<file path="src/rtl/pipe_stage_reg.sv">
// pipe_stage_reg: inter-stage pipeline register with hold, squash, interrupt
// restart-PC capture (pending/ack handshake) and a saturating stall watchdog.
module pipe_stage_reg #(
  parameter int          WIDTH        = 32,
  parameter int          LANES        = 2,
  parameter logic [31:0] BUBBLE_INSTR = 32'h0000_0000,
  parameter int          CNT_W        = 8,
  parameter int          MAX_STALL    = 64
) (
  input  logic                   clk,
  input  logic                   reset,
  input  logic                   stall_in,
  input  logic                   flush_in,
  input  logic                   kill_in,
  input  logic                   irq_in,
  input  logic                   epc_ack,
  input  logic                   in_valid,
  input  logic [31:0]            in_instr,
  input  logic [31:0]            in_pc4,
  input  logic [4:0]             in_wreg,
  input  logic [LANES*WIDTH-1:0] in_data,
  output logic                   out_valid,
  output logic [31:0]            out_instr,
  output logic [31:0]            out_pc4,
  output logic [4:0]             out_wreg,
  output logic [LANES*WIDTH-1:0] out_data,
  output logic [31:0]            epc_out,
  output logic                   epc_pending,
  output logic                   irq_overrun,
  output logic [CNT_W-1:0]       stall_cycles,
  output logic                   stall_timeout
);
  logic squash, hold, take, epc_busy;
  assign squash = irq_in | flush_in | kill_in;
  assign hold = stall_in & ~squash;
  assign take = ~squash & ~stall_in & in_valid;
  // an ack on the same edge frees the slot, so a simultaneous irq recaptures
  assign epc_busy = epc_pending & ~epc_ack;
  assign stall_timeout = stall_cycles >= CNT_W'(MAX_STALL);
  always_ff @(posedge clk or posedge reset) begin
    if (reset) begin
      out_valid    <= 1'b0;
      out_instr    <= BUBBLE_INSTR;
      out_pc4      <= '0;
      out_wreg     <= '0;
      out_data     <= '0;
      epc_out      <= '0;
      epc_pending  <= 1'b0;
      irq_overrun  <= 1'b0;
      stall_cycles <= '0;
    end else begin
      if (!hold) begin
        out_valid <= take;
        out_instr <= take ? in_instr : BUBBLE_INSTR;
        out_pc4   <= take ? in_pc4 : '0;
        out_wreg  <= take ? in_wreg : '0;
        out_data  <= take ? in_data : '0;
      end
      stall_cycles <= hold ? stall_cycles + CNT_W'(~&stall_cycles) : '0;
      if (irq_in && !epc_busy) begin
        epc_out     <= in_valid ? in_pc4 - 32'd4 : out_pc4;
        epc_pending <= 1'b1;
      end else if (epc_ack) begin
        epc_pending <= 1'b0;
      end
      if (irq_in && epc_busy) irq_overrun <= 1'b1;
    end
  end
endmodule

</file>
<file path="config.mk">
export PLATFORM = sky130hd
export DESIGN_NAME = pipe_stage_reg
export DESIGN_NICKNAME = d
export VERILOG_FILES = /design/src/rtl/pipe_stage_reg.sv
export SDC_FILE = /design/constraint.sdc
export NUM_CORES = 1
export LEC_CHECK = 0
export CELL_PAD_IN_SITES_DETAIL_PLACEMENT = 0
export CELL_PAD_IN_SITES_GLOBAL_PLACEMENT = 2
export CORE_MARGIN = 2
export CORE_UTILIZATION = 28
export CTS_CLUSTER_SIZE = 14
export DETAILED_ROUTE_END_ITERATION = 10
export PLACE_DENSITY_LB_ADDON = 0.1
export SLEW_MARGIN = 20
export SYNTH_ARGS = -nofsm -noshare
export SYNTH_HDL_FRONTEND = slang
export SYNTH_SLANG_ARGS = --single-unit
</file>
<file path="constraint.sdc">
create_clock -name clk -period 12.21 [get_ports clk]
set_input_delay 1.221 -clock clk [delete_from_list [all_inputs] [get_ports clk]]
set_output_delay 1.221 -clock clk [all_outputs]
set_load 0.01 [all_outputs]
</file>
; Word-level counts from Yosys, hierarchy flattened
; Index checks and enable logic that the tools add are counted.
[op_classes]
add_sub_neg = 2
n_lt_le_gt_ge = 1
muxes = 8
n_bitwise = 9
reduce_logical = 6
[ops]
columns = cell, n
row1 = 32-bit 2-to-1 mux, 3
row2 = 64-bit 2-to-1 mux, 1
row3 = 32-bit by 3-bit subtractor with 32-bit output (second input constant), 1
row4 = 8-bit by 1-bit adder with 8-bit output, 1
row5 = 8-bit by 7-bit greater-or-equal comparator with 1-bit output (second input constant), 1
row6 = 8-bit 2-to-1 mux, 1
row7 = 8-bit AND reduction, 1
row8 = 5-bit 2-to-1 mux, 1
row9 = 1-bit AND, 4
row10 = 1-bit inverter, 3
row11 = 1-bit logical AND, 2
row12 = 1-bit logical NOT, 2
row13 = 1-bit 2-to-1 mux, 2
row14 = 1-bit OR, 2
row15 = 2-bit nonzero test, 1
[word_totals]
register_bits = 176
in_bits = 141
output_inout_bits = 177
word_cells = 35

; Logic depth before layout (Yosys ltp)
[depth]
depth_word = 6
depth_mapped = 8
depth_no_buf = 8

; Worst setup path after synthesis
; No wires, ideal clock.
[synth_timing]
path_kind = input-to-reg
startpoint = input port in_pc4[4]
endpoint = register epc_out[31]
setup_time_ns = 0.137
t_arrival_ns = 2.511
required_ns = 12.073
slack_ns = 9.562
stages = 6
n_path_buf = 1
path_cell_list = buf_4 -> or4_1 -> nor4_4 -> nand4b_1 -> xor2_1 -> o22ai_1
[synth_between]
elab_chain_cells = 2
[synth_rtl]
columns = element, line
row1 = "start, declared", 19  ; input logic [31:0] in_pc4,
row2 = 32-bit by 3-bit subtractor with 32-bit output, 61  ; epc_out <= in_valid ? in_pc4 - 32'd4 : out_pc4;
row3 = 32-bit 2-to-1 mux, 61
row4 = "end signal, assigned", 61
row5 = "end, declared", 27  ; output logic [31:0] epc_out,
; No other way between the ends.
; A chain may end at the register's enable or synchronous reset.

; Final worst setup path
[layout_timing]
startpoint = input port irq_in
endpoint = register out_data[59]
[layout_between]
elab_chain_cells = 6
word_cells_on_any_way = 7
cone_classes = 1 x mux / 6 x bitwise
[layout_rtl]
columns = element, line
row1 = "start, declared", 15  ; input logic irq_in,
row2 = 1-bit OR * (2 in series), 34  ; assign squash = irq_in | flush_in | kill_in;
row3 = 1-bit inverter *, "35, 36"
row4 = 1-bit AND (2 in series), 36  ; assign take = ~squash & ~stall_in & in_valid;
row5 = 64-bit 2-to-1 mux, 57  ; out_data <= take ? in_data : '0;
row6 = "end signal, assigned", 57
row7 = "end, declared", 26  ; output logic [LANES*WIDTH-1:0] out_data,
; Every way passes the cells marked *; elsewhere a longest branch is shown, timed or not.

==> flow_summary.toml <==
[outcome]
outcome = "complete, no violations"

[floorplanning]
fp-row-count = 58
die_y_um = 165
ios = 318
die_w_um = 165
core_um2 = 25300
dieArea_um2 = 27200
initial_core_util_pct = 28.7

[critical_path]
crit_chain = "clkdlybuf4s50_1 > nor4_1 > and2_4 > buf_4 > a22o_1"
critPathKind = "input port to flop"
cp_slowest_cell = "buf_4"
path_depth = 5
end_kind = "flop"
cp-startpoint = "irq_in"
start_kind = "input port"
reg2reg_to = "stall_cycles[6]"
critPathCapture = "out_data[59]"
slowest_delay_ps = 820
path_buf_inv = 2
crit_required_ps = 12570
crit_family = "buffers and inverters"
reg2reg_depth = 8
crit_arrival_ps = 4030
worstPathMaxFanout = 88
rr_startpoint = "stall_cycles[2]"
reg2reg_slack_ps = 10340

[pwr]
leakagePower_nw = 4.81
ir_drop_v = 0.0000619
p_per_area_nw_per_um2 = 116

[synth]
synthCells = 586
synth.net_count = 730
synth_cell_types = 47
ys_ff_latch = 176
synth_edf_count = 0
synthFlopType = "dfrtp_1"
syn_area_um2 = 7240
synthArstFlopShare_pct = 100
seq_area_frac_synth_pct = 60.8
syn_area_per_cell_um2 = 12.4
yosysWarnings = 0

[clocking]
clockBufferDepth = 2
clock_latency_ps = 420
postCtsResizedCells = 0
root_buffer = "clkbuf_16"
hold_buffers = 0
cts.htree.levels = 4
numClockSinks = 176
cts_tree = "yes"
clk_pin_slew_ps = 70
post_cts_buffers = 0
cts_buffers = 17

[route]
vias_per_cell = 4.95
drt-pass1-iter-count = 4
drt_iter0_drc = 330
drt-wirelength-per-cell_um = 20.2
drc = 0
drt_wl_total_mm = 24.7
postRouteAntennaNets = 0
via_count = 6065

[flow_run]
cap_violations = 0

[worst_hold_path]
min_path_type = "flop to flop"

[cells_and_area]
nets = 1026
ff_latch_area_um2 = 4400
final_cell_mix = "clkdlybuf4s50_1 (317), dfrtp_1 (176), a22o_1 (130), o21ai_0 (33), nor2_1 (24)"
finalNonFillerCells = 1225
fill_cells = 2415
multi_input_area_um2 = 2580
diodes = 0
fin_area_um2 = 11200
layout_commonest_cell = "clkdlybuf4s50_1"
layout-drive-gt1-share_pct = 6.03
area_growth_pct = 55.0

[sta]
fin_crit_sh_pct = 30.1
finalSetupViolCount = 0
min_period_ps = 3680
drv_slew = 0
max_freq_ghz = 0.272
rsz0062_at_grt = "no"
tns_ps = 0
slew_headroom_pct = 28.3
hold_viol = 0
fin_skew_ps = 6.60
worst_slew_pin_slew_ps = 1080

[global_routing]
antenna_found_initial = 0
grt_max_degree = 89
grt_pass1_wl_mm = 37.7
track_usage_pct = 18.2
grt_pass1_vias = 6276
grt.overflow.total = 0

[place]
portBuffers = 317
dpl.hpwl_mm = 17.2
placed_area_um2 = 10700
routabilityCongestion = 0.768
dp.cells = 1193
[synth_stat cells, types with 5 or more instances]
master | n | area share, %
dfrtp_1 | 176 | 61
a22o_1 | 130 | 16
o21ai_0 | 33 | 2.3
clkbuf_1 | 27 | 1.4
nor2_1 | 24 | 1.2
a21oi_1 | 22 | 1.5
nand2_1 | 21 | 1.1
xor2_1 | 18 | 2.2
nand3_1 | 14 | 0.97
buf_2 | 13 | 0.90
a21o_1 | 12 | 1.2
and3_1 | 7 | 0.60
inv_1 | 7 | 0.36
o22ai_1 | 7 | 0.60
xnor2_1 | 7 | 0.85
or3_1 | 5 | 0.43
[worst min-delay path by stage]
stage	from	to	slack [ps]	cells past startpoint
floorplan	irq_overrun	irq_overrun	510	1
global placement	out_valid	out_valid	460	1
detailed placement	epc_out[7]	epc_out[7]	470	1
CTS	epc_out[7]	epc_out[7]	480	1
global route	out_valid	out_valid	510	1
finish	epc_out[7]	epc_out[7]	480	1
[routing by layer]
layer	share of wire, %	wire length, um	GRT usage (%)
met5	0	0	0
met4	1.4	346	5.22
met3	8.5	2090	6.38
met2	47	11700	28.6
met1	43	10500	23.8
[per-stage QoR]
step / setup WS [ps] / hold slack (ps) / power (mW) / utilization, %
detailed placement: 8110 / 468 / 0.793 / 42.2
CTS: 8550 / 484 / 1.33 / 44.4
finish: 8530 / 475 / 1.30 / 44.4
global placement: 8260 / 462 / 0.791 / 42.2
floorplan: 6220 / 513 / 0.681 / -
global route: 8340 / 510 / 1.36 / 44.4
[flip-flops by register name (all words and copies together) (netlist names)]
register / cells
stall_cycles: 8
out_instr: 32
out_pc4: 32
irq_overrun: 1
out_wreg: 5
epc_out: 32
out_valid: 1
out_data: 64
epc_pending: 1
[worst register-to-register path, cell delays in order (launching register included)]
cell and delay [ps]:
dfrtp_1 410, and3_1 230, and3_1 200, nand4_1 110
ha_1 240, ha_1 240, nand3_1 110, xor2_1 150
nor2_1 50
[cell families (layout without fill, tap and decap cells)]
kind of cell	count (synthesis)	count (layout)	share of synthesized area, %
muxes	3	3	0.415
buffers and inverters	54	363	3.54
adders and majority gates	3	3	0.518
and+or+nand+nor	106	106	8.64
AOI/OAI and AO/OA	219	219	23.0
DFF	176	176	60.8
xor gates and xnor gates	25	25	3.02
[final cells by class]
class | count | share of cell area [%]
well taps | 330 | 3.68
clock buffers | 19 | 3.95
flip-flops and latches | 176 | 39.2
inverters | 7 | 0.279
clock inverters | 13 | 1.07
multi-input cells | 356 | 23.0
repair buffers | 324 | 28.7
[power breakdown]
part | internal, mW | switching [mW]
logic | 0.0906 | 0.0747
registers | 0.601 | 0.0118
clock network | 0.274 | 0.252
Note: power is estimated with default switching activity, not from simulation.
